===== src/rtl/dmd_seq_pkg.sv =====
// Shared types and defaults for the DMD pattern sequencer.
// Holds the FSM state encoding, the default word/flush counts and the hold-length helper.
package dmd_seq_pkg;

  typedef enum logic [2:0] {
    ST_IDLE,
    ST_WAIT_PRELOAD,
    ST_FLUSH,
    ST_STREAM,
    ST_EXPOSE,
    ST_NEXT
  } seq_state_t;

  localparam int WORDS_1080P_DEF  = 8100;
  localparam int WORDS_WUXGA_DEF  = 9000;
  localparam int FLUSH_CYCLES_DEF = 4;
  localparam int WCNT_W           = 16;
  localparam int TCNT_W           = 24;

  // Down-counter preload for an N-cycle hold; a zero request still holds one cycle.
  function automatic logic [TCNT_W-1:0] hold_len_m1(input logic [TCNT_W-1:0] n);
    return (n == '0) ? '0 : n - TCNT_W'(1);
  endfunction

endpackage


===== src/rtl/seq_down_counter.sv =====
// Loadable down-counter with a zero flag; it stops at zero rather than wrapping.
// The sequencer times both the FIFO flush and the exposure hold with one instance.
module seq_down_counter #(
  parameter int W = 24
) (
  input  logic         system_clk,
  input  logic         system_reset,
  input  logic         i_load,
  input  logic         i_dec,
  input  logic [W-1:0] i_load_val,
  output logic         o_zero
);

  logic [W-1:0] r_cnt;

  always_ff @(posedge system_clk or posedge system_reset) begin
    if (system_reset)                r_cnt <= '0;
    else if (i_load)                 r_cnt <= i_load_val;
    else if (i_dec && r_cnt != '0)   r_cnt <= r_cnt - W'(1);
  end

  assign o_zero = (r_cnt == '0);

endmodule


===== src/rtl/pattern_sequencer.sv =====
// DMD pattern sequencer: flushes the read FIFOs, streams one pattern's word pairs,
// holds it for the exposure time and steps through the stored patterns.
module pattern_sequencer
  import dmd_seq_pkg::*;
#(
  parameter int ID_W         = 15,
  parameter int WORDS_1080P  = WORDS_1080P_DEF,
  parameter int WORDS_WUXGA  = WORDS_WUXGA_DEF,
  parameter int FLUSH_CYCLES = FLUSH_CYCLES_DEF
) (
  input  logic            system_clk,
  input  logic            system_reset,
  input  logic            start,
  input  logic            stop,
  input  logic            repeat_en,
  input  logic [ID_W-1:0] num_patterns,
  input  logic [23:0]     exposure_cycles,
  input  logic            dmd_1080p_connected,
  input  logic            mem_preload_done,
  input  logic            rd_ab_fifo_valid,
  input  logic            rd_cd_fifo_valid,
  output logic [ID_W-1:0] rd_pattern_id,
  output logic            mem_read_enable,
  output logic            mem_rd_fifo_reset,
  output logic            dmd_get_data,
  output logic            busy,
  output logic            pattern_done,
  output logic            seq_done,
  output logic            aborted
);

  localparam logic [TCNT_W-1:0] FLUSH_M1 = TCNT_W'(FLUSH_CYCLES - 1);

  seq_state_t        r_state;
  logic [ID_W-1:0]   r_id;
  logic [WCNT_W-1:0] r_words;
  logic [WCNT_W-1:0] r_target;
  logic              r_rd_en, r_fifo_rst, r_busy;
  logic              r_pattern_done, r_seq_done, r_aborted;

  logic              w_get, w_last_word, w_more;
  logic [WCNT_W-1:0] w_target;
  logic              w_cnt_load, w_cnt_dec, w_cnt_zero;
  logic [TCNT_W-1:0] w_cnt_val;

  assign w_get       = (r_state == ST_STREAM) && rd_ab_fifo_valid && rd_cd_fifo_valid;
  assign w_last_word = w_get && ((r_words + WCNT_W'(1)) == r_target);
  // Compare against the live num_patterns, one bit wider so 0 never underflows.
  assign w_more      = ({1'b0, r_id} + (ID_W+1)'(1)) < {1'b0, num_patterns};
  assign w_target    = dmd_1080p_connected ? WCNT_W'(WORDS_1080P) : WCNT_W'(WORDS_WUXGA);

  always_comb begin
    w_cnt_load = 1'b0;
    w_cnt_dec  = 1'b0;
    w_cnt_val  = FLUSH_M1;
    if (!stop) begin
      unique case (r_state)
        ST_WAIT_PRELOAD: w_cnt_load = mem_preload_done;
        ST_NEXT:         w_cnt_load = w_more || repeat_en;
        ST_STREAM: begin
          w_cnt_load = w_last_word;
          w_cnt_val  = hold_len_m1(exposure_cycles);
        end
        ST_FLUSH, ST_EXPOSE: w_cnt_dec = 1'b1;
        default: ;
      endcase
    end
  end

  seq_down_counter #(.W(TCNT_W)) u_timer (
    .system_clk   (system_clk),
    .system_reset (system_reset),
    .i_load       (w_cnt_load),
    .i_dec        (w_cnt_dec),
    .i_load_val   (w_cnt_val),
    .o_zero       (w_cnt_zero)
  );

  always_ff @(posedge system_clk or posedge system_reset) begin
    if (system_reset) begin
      r_state        <= ST_IDLE;
      r_id           <= '0;
      r_words        <= '0;
      r_target       <= '0;
      r_rd_en        <= 1'b0;
      r_fifo_rst     <= 1'b0;
      r_busy         <= 1'b0;
      r_pattern_done <= 1'b0;
      r_seq_done     <= 1'b0;
      r_aborted      <= 1'b0;
    end else begin
      r_pattern_done <= 1'b0;
      r_seq_done     <= 1'b0;
      r_aborted      <= 1'b0;
      if (stop && r_state != ST_IDLE) begin
        r_state    <= ST_IDLE;
        r_rd_en    <= 1'b0;
        r_fifo_rst <= 1'b0;
        r_busy     <= 1'b0;
        r_aborted  <= 1'b1;
      end else begin
        unique case (r_state)
          ST_IDLE: if (start && !stop && num_patterns != '0) begin
            r_id    <= '0;
            r_busy  <= 1'b1;
            r_state <= ST_WAIT_PRELOAD;
          end
          ST_WAIT_PRELOAD: if (mem_preload_done) begin
            r_fifo_rst <= 1'b1;
            r_state    <= ST_FLUSH;
          end
          ST_FLUSH: if (w_cnt_zero) begin
            r_fifo_rst <= 1'b0;
            r_rd_en    <= 1'b1;
            r_words    <= '0;
            r_target   <= w_target;
            r_state    <= ST_STREAM;
          end
          ST_STREAM: if (w_get) begin
            r_words <= r_words + WCNT_W'(1);
            if (w_last_word) begin
              r_rd_en <= 1'b0;
              r_state <= ST_EXPOSE;
            end
          end
          ST_EXPOSE: if (w_cnt_zero) begin
            r_pattern_done <= 1'b1;
            r_state        <= ST_NEXT;
          end
          ST_NEXT: begin
            if (w_more || repeat_en) begin
              r_id       <= w_more ? r_id + ID_W'(1) : '0;
              r_fifo_rst <= 1'b1;
              r_state    <= ST_FLUSH;
            end else begin
              r_seq_done <= 1'b1;
              r_busy     <= 1'b0;
              r_state    <= ST_IDLE;
            end
          end
          default: r_state <= ST_IDLE;
        endcase
      end
    end
  end

  assign rd_pattern_id     = r_id;
  assign mem_read_enable   = r_rd_en;
  assign mem_rd_fifo_reset = r_fifo_rst;
  assign dmd_get_data      = w_get;
  assign busy              = r_busy;
  assign pattern_done      = r_pattern_done;
  assign seq_done          = r_seq_done;
  assign aborted           = r_aborted;

endmodule


===== config.mk =====
export PLATFORM = sky130hd
export DESIGN_NAME = pattern_sequencer
export DESIGN_NICKNAME = d
export VERILOG_FILES = /design/src/rtl/dmd_seq_pkg.sv /design/src/rtl/seq_down_counter.sv /design/src/rtl/pattern_sequencer.sv
export SDC_FILE = /design/constraint.sdc
export NUM_CORES = 1
export LEC_CHECK = 0
export ABC_CLOCK_PERIOD_IN_PS = 3360
export BUFFER_PORTS_ARGS = -buffer_cell sky130_fd_sc_hd__buf_2
export CAP_MARGIN = 25
export CORE_UTILIZATION = 52
export CTS_BUF_LIST = sky130_fd_sc_hd__clkbuf_8
export DETAILED_ROUTE_END_ITERATION = 12
export GPL_TIMING_DRIVEN = 0
export PLACE_DENSITY = 0.81
export SYNTH_ARGS = -nofsm -noshare
export SYNTH_HDL_FRONTEND = slang
export SYNTH_SLANG_ARGS = --single-unit

===== constraint.sdc =====
create_clock -name system_clk -period 3.36 [get_ports system_clk]
set_input_delay 0.168 -clock system_clk [delete_from_list [all_inputs] [get_ports system_clk]]
set_output_delay 0.168 -clock system_clk [all_outputs]
set_load 0.1 [all_outputs]

Word level (Yosys, flattened, before mapping). Cells that the tools add are included.

$add $sub $neg: 5. Multiply operators: 0. Div/mod/pow operators: 0. Order comparisons: 1. Eq/ne operators: 18. Shift-type cells: 0. Mux-type cells: 47. Bitwise logic cells: 1. Reduce and logical (&&, ||, !) cells: 29.

Operators with widths (number): 2-to-1 mux 24 bit (5); logical NOT 24 bit (2); subtractor 24 x 1 -> 24 bit, second input constant (2); 2-to-1 mux 15 bit (3); 2-to-1 mux 16 bit (2); one-hot mux 16 bit (2 select lines) (1); one-hot mux 15 bit (2 select lines) (1); nonzero test 24 bit (1); 2-to-1 mux 1 bit (21); 2-to-1 mux 3 bit (7); one-hot mux 3 bit (6 select lines) (1); adder 15 x 1 -> 16 bit, second input constant (1); adder 16 x 1 -> 16 bit, second input constant (1); == test 16 bit (1); less-than comparator 16 x 15 -> 1 bit (1); AND reduction 4 bit (4); adder 15 x 1 -> 15 bit, second input constant (1); nonzero test 15 bit (1); 2-to-1 mux 14 bit (1); inequality test 3 x 2 -> 1 bit, second input constant (4); inequality test 3 bit, second input constant (4); nonzero test 3 bit (3); logical AND 1 bit (7); == test 3 x 2 -> 1 bit, second input constant (2); 16 further kinds (24).

Register bits: 80. Bits in latches: 0. Bits in writable memories: 0. Bits in read-only memories: 0. Bits of input ports: 48. Output and inout bits: 22. Logic and storage cells: 112. Memories kept: 0.

Longest topological paths before layout. Gate-level depths: netlist (run 1).

Word-level depth: 8. Depth in mapped cells: 17. Mapped depth without buffers: 15.

By module. A second synthesis (run 1) with hierarchy kept.

Cell total of the unflattened synthesis: 653. Area total of the unflattened synthesis: 5393.9 sq um.

Modules (own cells, without submodules): pattern_sequencer (instances 1, cells each 491, area each 3898.7 sq um, seq. area each 1076.0 sq um); seq_down_counter (instances 1, cells each 162, area each 1495.2 sq um, seq. area each 600.6 sq um).

Worst setup path after synthesis (run 1). No wires, ideal clock.

Path kind: register -> register. From: register r_id[0] (netlist: rd_pattern_id[0]). To: register u_timer.r_cnt[5]. Library setup time: 77 ps. Arrival time: 3956 ps. Data required time: 3283 ps. Setup slack: -673 ps. Cell stages (with the launch flop): 18. Path buffers: 2. Clock period less this slack: 4033 ps. Cells stage by stage: dfrtp_1 -> ha_1 -> nand2_1 -> nor3_1 -> nand3_1 -> nor2_1 -> xor2_1 -> ha_1 -> nand3_1 -> nor2_1 -> nand3_1 -> o31ai_1 -> a31oi_1 -> o21bai_1 -> buf_2 -> buf_2 -> a21oi_1 -> a21oi_1.

Cells in the longest elaborated chain, start to end: 6. Elaborated cells between the ends (all ways): 7. Those cells by class: add/sub (1); order compare (1); mux (3); reduce/logical (2).

Ends and longest elaborated chain: start, declared (line pattern_sequencer.sv:35) `logic [ID_W-1:0] r_id;`; start signal, assigned (line pattern_sequencer.sv:132) `r_id <= w_more ? r_id + ID_W'(1) : '0;`; adder 15 x 1 -> 16 bit * (line pattern_sequencer.sv:49) `assign w_more = ({1'b0, r_id} + (ID_W+1)'(1)) < {1'b0, num_patterns};`; less-than comparator 16 x 15 -> 1 bit * (line pattern_sequencer.sv:49); logical OR 1 bit * (line pattern_sequencer.sv:59) `ST_NEXT: w_cnt_load = w_more || repeat_en;`; one-hot mux 1 bit (3 select lines) * (line pattern_sequencer.sv:57) `unique case (r_state)`; 2-to-1 mux 1 bit * (line pattern_sequencer.sv:56) `if (!stop) begin`; 2-to-1 mux 24 bit or nonzero test 2 bit (tied branches); end signal, assigned (line seq_down_counter.sv:18) `else if (i_load) r_cnt <= i_load_val;`; end signal, assigned (line seq_down_counter.sv:19) `else if (i_dec && r_cnt != '0) r_cnt <= r_cnt - W'(1);`; end, declared (line seq_down_counter.sv:14) `logic [W-1:0] r_cnt;`.

Mark *: on every way between the ends. The rest lies on a longest branch, timed or not. A chain may end at the register's enable or synchronous reset.

Worst setup path after layout (run 1).
From: register r_id[5] (netlist: rd_pattern_id[5]). To: register u_timer.r_cnt[4].

The elaborated chain is that of the path after synthesis.

==> flow_summary.ini, run 1 <==
[outcome]
outcome = finished with violations
violations = hold timing, setup timing

[power]
vdd_drop_max_v = 0.000253
power.density_mw_per_mm2 = 445
combPwrFrac_pct = 38.5
pwr-share-clk_pct = 22.8
p_leak_nw = 2.82
p_sw_share_pct = 41.1
p_sw_mw = 1.20
seqPwrFrac_pct = 38.7
internal_power_mw = 1.72

[timing]
max_freq_mhz = 296
finClkSkew_ns = 0.00966
relSlewSlack_pct = 43.8
whs_ns = -0.0170
final-hold-violation-count = 29
rsz0062_at_grt = yes
period_share_pct = 101
timing.final.max_slew_violations = 0
period_minus_slack_ns = 3.38
tightest_slew_ns = 0.842
setup_viol = 2
setup_ws_ns = -0.0196

[global_route]
grt_max_degree = 68
antenna_found_initial = 0
grt_pass1_vias = 4990
overflow = 0
grt_pass1_wl_microns = 23300
gr-usage-all-layers_pct = 28.7

[synthesis]
syn_nets = 710
syn_area_per_cell_sq_um = 8.06
netlist_top_cells_area = dfrtp_1 (32%), ha_1 (4.8%), o21ai_0 (4.6%)
yosysMostFrequentCell = dfrtp_1
synth_area_sq_mm = 0.00518
ys_top_cells_by_count = dfrtp_1 (67), nor2_1 (54), nand2_1 (49)
ys_ff_latch = 67
synthCells = 642
ys_types = 62
yosys_warnings = 0
synth-seq-area-share_pct = 32.4
synth_area_leader_cell = dfrtp_1
synthDominantCellAreaShare_pct = 32.4
synth-edff-count = 0
async_reset_ff_share_pct = 100
synth_ff_type = dfrtp_1

[clock_tree]
clk_latency_ns = 0.35
clk_path_buf_depth = 2
cts_tree = yes
holdBufCountCts = 0
cts_sinks = 67
htreeDepth = 3
clk_pin_slew_ns = 0.07
root_buffer = clkbuf_8
cts-buffers-inserted = 9

[detailed_routing]
vias_per_cell = 6.15
routedWlPerCell_microns = 17.5
drt-total-wl_microns = 15400
drtPass1Iterations = 9
vias = 5414
drc = 0
drt_iter0_markers = 418
drtAntennaViolNets = 0

[critical_path]
crit_chain = nand3_4 -> nor3_4 -> and2_4 -> nand3_4 -> xnor2_2 -> ha_1 -> a21oi_2 -> o221ai_2 -> a211oi_2 -> o31ai_4 -> a31oi_4 -> o21bai_4 -> buf_8 -> a21oi_2 -> o221ai_2
startpoint_type = flop
arrival_ns = 3.59
cp.buffers_inverters = 1
path_delay_family = compound AO/OA/AOI/OAI gates
crit_path_max_fanout = 7
slowest_delay_ns = 0.44
cp-end-kind = flop
worstPathRequired_ns = 3.57
crit_type = flop to flop
crit_slowest_cell = dfrtp_2

[hold_path]
hold_class = input port to asynchronous set/reset pin

[finish]
area_delta_synth_final_pct = 26.9
final_cells = 881
drive_above_1_share_pct = 27.3
nets = 812
n_antenna_cell = 0
finalInstanceArea_sq_mm = 0.00657

[placement]
dpl.cell_count = 844
portBuffers = 69
dp.final_hpwl_microns = 10400
gp_congestion = 0.945
place_area_sq_mm = 0.00584

[floorplanning]
ioPinCount = 70
placementRows = 36
die_h_microns = 102
die-area_sq_mm = 0.0104
start_util_pct = 53.2
dieWidth_microns = 102
coreArea_sq_mm = 0.00973

[flow_run]
drv_cap = 0
[cell usage in the layout, fill, tap and decap left out, types with 16 or more instances in the layout]
cell and instances:
a21oi_1 26, inv_1 31, nor2_1 49, nor4_1 17, nor3_1 30, xnor2_1 24
xor2_1 23, nand2_1 47, clkbuf_1 16, ha_1 19, dfrtp_1 58, buf_4 24
nand3_1 23, buf_2 74, o21ai_0 40
[registers in the layout, indices dropped and copies added (netlist names)]
signal             flops
r_words               16
seq_done               1
u_timer.r_cnt         24
r_state                3
rd_pattern_id         15
r_target               3
busy                   1
mem_rd_fifo_reset      1
pattern_done           1
mem_read_enable        1
aborted                1
[power groups by stage]
stage | combinational [mW] | clock (mW) | sequential, mW
floorplan | 0.629 | 0 | 1.24
global placement | 0.958 | 0 | 1.12
detailed placement | 0.986 | 0 | 1.13
CTS | 1.01 | 0.667 | 1.12
global route | 1.20 | 0.702 | 1.15
finish | 1.12 | 0.665 | 1.13
[per-stage QoR]
stage          power, mW  TNS (ns)  worst slack, ns  utilization (%)
2_1_floorplan       1.87     -2.16           -0.101                -
3_3_place_gp        2.08     -1.92           -0.122             60.0
3_5_place_dp        2.12     -6.29           -0.236             60.0
4_1_cts             2.79         0          0.00494             63.2
5_1_grt             3.06     -2.68           -0.150             67.5
6_report            2.92   -0.0207          -0.0196             67.5
[cell families after synthesis]
group           after synthesis  synth area share (%)
simple gates                268                  27.3
compound gates              167                  20.8
flops                        67                  32.4
buf+inv                      63                  4.86
xor+xnor                     51                  8.63
fa+ha+maj                    20                  4.83
mux                           6                  1.18
[layout make-up]
class / instances / area, sq um
clock inverter: 5 / 47.5
tap: 133 / 166
sequential: 67 / 1690
clock buffer: 10 / 138
buffer: 32 / 190
inverter: 30 / 115
multi-input combinational: 512 / 3670
fill: 798 / 3160
timing repair buffer: 92 / 553
[final timing paths]
check | start | endpoint | slack (ns) | cells past startpoint
min in group system_clk | dmd_1080p_connected | r_target[3] | 0.01 | 2
max in group asynchronous | system_reset | rd_pattern_id[9] | 2.77 | 2
worst min register to register | mem_rd_fifo_reset | mem_rd_fifo_reset | 0.52 | 2
worst max-delay path | rd_pattern_id[5] | u_timer.r_cnt[4] | -0.02 | 15
worst min-delay path | system_reset | u_timer.r_cnt[10] | -0.02 | 2
worst max register to register | rd_pattern_id[5] | u_timer.r_cnt[4] | -0.02 | 15
[metal layers]
metal,GRT usage (%),routed length [microns]
met5,0,0
met4,13.3,442
met3,5.24,935
met2,48.8,7830
met1,35.4,6220
[timing repair]
action	CTS	global route
cloned	0	2
buffers inserted	8	13
pin swaps	3	25
gates resized for setup	13	58
endpoints found under the setup margin	39	43
No activity file was read; power rests on OpenSTA's default activity.
==> inputs of run 2 (changes only) <==
--- a/config.mk
+++ b/config.mk
@@ -6,7 +6,7 @@
 export NUM_CORES = 1
 export LEC_CHECK = 0
 export ABC_CLOCK_PERIOD_IN_PS = 3360
-export BUFFER_PORTS_ARGS = -buffer_cell sky130_fd_sc_hd__buf_2
+export BUFFER_PORTS_ARGS = -buffer_cell sky130_fd_sc_hd__clkbuf_2
 export CAP_MARGIN = 25
 export CORE_UTILIZATION = 52
 export CTS_BUF_LIST = sky130_fd_sc_hd__clkbuf_8
==> run 2 against run 1 <==
The flow finishes with violations (setup timing). Utilization fell by 0.10 points. Final area fell by 0.15%. Clock skew rose by 0.0014 ns. Hold slack improved by 0.18 ns. Critical endpoint is now rd_pattern_id[9].
==> flow_summary.ini, run 2 (same netlist as run 1, synthesis figures left out) <==
[outcome]
outcome = finished with violations
violations = setup timing

[critical_path]
crit_chain = ha_4 -> nand2_4 -> nor3_4 -> nand3_4 -> nor2_4 -> xor2_2 -> ha_1 -> nand3_2 -> o221ai_2 -> a211oi_2 -> buf_4 -> o31a_1 -> o21ai_1 -> a21o_2 -> o21ai_0 -> o31ai_1
path_delay_family = compound AO/OA/AOI/OAI gates
worstPathRequired_ns = 3.57
startpoint_type = flop
arrival_ns = 3.61
crit_path_max_fanout = 7
slowest_delay_ns = 0.43
crit_type = flop to flop
cp-end-kind = flop
cp.buffers_inverters = 1
crit_slowest_cell = dfrtp_2

[floorplanning]
die_h_microns = 102
die-area_sq_mm = 0.0104
ioPinCount = 70
dieWidth_microns = 102
start_util_pct = 53.2
coreArea_sq_mm = 0.00973
placementRows = 36

[placement]
portBuffers = 69
dp.final_hpwl_microns = 10200
gp_congestion = 0.910
place_area_sq_mm = 0.00584
place_ws_ns = -0.290
dpl.cell_count = 844

[hold_path]
hold_class = input port to flop

[timing]
tightest_slew_ns = 0.829
finClkSkew_ns = 0.0111
max_freq_mhz = 294
setup_ws_ns = -0.0429
period_share_pct = 101
rsz0062_at_grt = yes
timing.final.max_slew_violations = 0
setup_viol = 13
relSlewSlack_pct = 44.7
period_minus_slack_ns = 3.40
final-hold-violation-count = 0

[finish]
largest_reg_flops = 24
fillCellCount = 782
area_delta_synth_final_pct = 26.7
final_common_cell = clkbuf_2
seqCellArea_sq_mm = 0.00169
nets = 808
n_antenna_cell = 0
finalInstanceArea_sq_mm = 0.00656
final_cell_mix = clkbuf_2 (69), dfrtp_1 (58), nor2_1 (51)
regMostFlops = u_timer.r_cnt
multiInputGateArea_sq_mm = 0.00364
final_cells = 878
drive_above_1_share_pct = 26.3

[power]
p_sw_share_pct = 39.6
p_sw_mw = 1.22
internal_power_mw = 1.86
combPwrFrac_pct = 38.0
seqPwrFrac_pct = 36.7
p_leak_nw = 2.78
vdd_drop_max_v = 0.000276
pwr-share-clk_pct = 25.3
power.density_mw_per_mm2 = 470

[detailed_routing]
drtAntennaViolNets = 0
drc = 0
routedWlPerCell_microns = 16.9
drtPass1Iterations = 5
drt_iter0_markers = 379
vias_per_cell = 6.16
vias = 5412
drt-total-wl_microns = 14800

[clock_tree]
cts-buffers-inserted = 9
clk_pin_slew_ns = 0.08
root_buffer = clkbuf_8
clk_latency_ns = 0.35
htreeDepth = 3
clk_path_buf_depth = 2
cts_tree = yes
cts_sinks = 67

[flow_run]
drv_cap = 0

[global_route]
antenna_found_initial = 0
overflow = 0
grt_max_degree = 68
grt_pass1_wl_microns = 22700
grt_pass1_vias = 4867
gr-usage-all-layers_pct = 27.7
## run 2: power by group through the flow
stage / Combinational [mW] / Sequential, mW / Clock (mW)
after global routing: 1.25 / 1.15 / 0.813
final: 1.17 / 1.13 / 0.780
after global placement: 0.957 / 1.12 / 0
after detailed placement: 0.988 / 1.13 / 0
after floorplan: 0.629 / 1.24 / 0
after CTS: 1.00 / 1.12 / 0.785
## run 2: what timing repair did
item	CTS	global route
hold buffers	2	0
pin swaps	3	25
endpoints found under the hold margin	7	0
resized for setup	8	67
gates cloned	0	2
setup endpoints to repair	39	46
setup buffers	8	7
## run 2: area by class of cell
type	count	area share [%]
timing repair buffer	87	8.00
tap	133	2.54
sequential	67	25.7
multi-input combinational	512	55.6
clock buffer	11	2.31
clock inverter	5	1.18
buffer	33	2.92
inverter	30	1.76
## run 2: final timing paths
| path | from | endpoint | slack, ns | cells after the start |
|---|---|---|---|---|
| worst max-delay path | rd_pattern_id[0] | rd_pattern_id[9] | -0.04 | 16 |
| min in group asynchronous | system_reset | rd_pattern_id[1] | 0.51 | 3 |
| worst max register to register | rd_pattern_id[0] | rd_pattern_id[9] | -0.04 | 16 |
| worst min register to register | mem_rd_fifo_reset | mem_rd_fifo_reset | 0.51 | 2 |
| max in group asynchronous | system_reset | rd_pattern_id[9] | 2.25 | 3 |
| worst min-delay path | exposure_cycles[16] | u_timer.r_cnt[16] | 0.16 | 4 |
## run 2: metal layers
| layer | wire length, microns | up-vias | GRT usage, % |
|---|---|---|---|
| met2 | 7240 | 230 | 47.1 |
| met4 | 264 | 0 | 10.8 |
| met3 | 848 | 25 | 3.45 |
| met5 | 0 | - | 0 |
| met1 | 6450 | 2589 | 35.9 |
| li1 | - | 2568 | - |
## run 2: metrics by stage
stage                     hold WS [ns]  power [mW]  TNS [ns]  utilization, %
after global placement           0.355        2.08     -2.09            60.0
after detailed placement         0.363        2.12     -7.90            60.0
final                            0.164        3.08    -0.247            67.4
after CTS                        0.146        2.91    -0.271            63.7
after floorplan                  0.258        1.87     -2.16               -
after global routing             0.165        3.22     -5.27            67.4
## run 2: worst reg2reg max path, stage by stage, from the launching register on
cell,delay [ns]
dfrtp_2,0.43
ha_4,0.19
nand2_4,0.07
nor3_4,0.19
nand3_4,0.14
nor2_4,0.16
xor2_2,0.23
ha_1,0.28
nand3_2,0.10
o221ai_2,0.11
a211oi_2,0.30
buf_4,0.17
o31a_1,0.19
o21ai_1,0.08
a21o_2,0.30
o21ai_0,0.20
o31ai_1,0.12
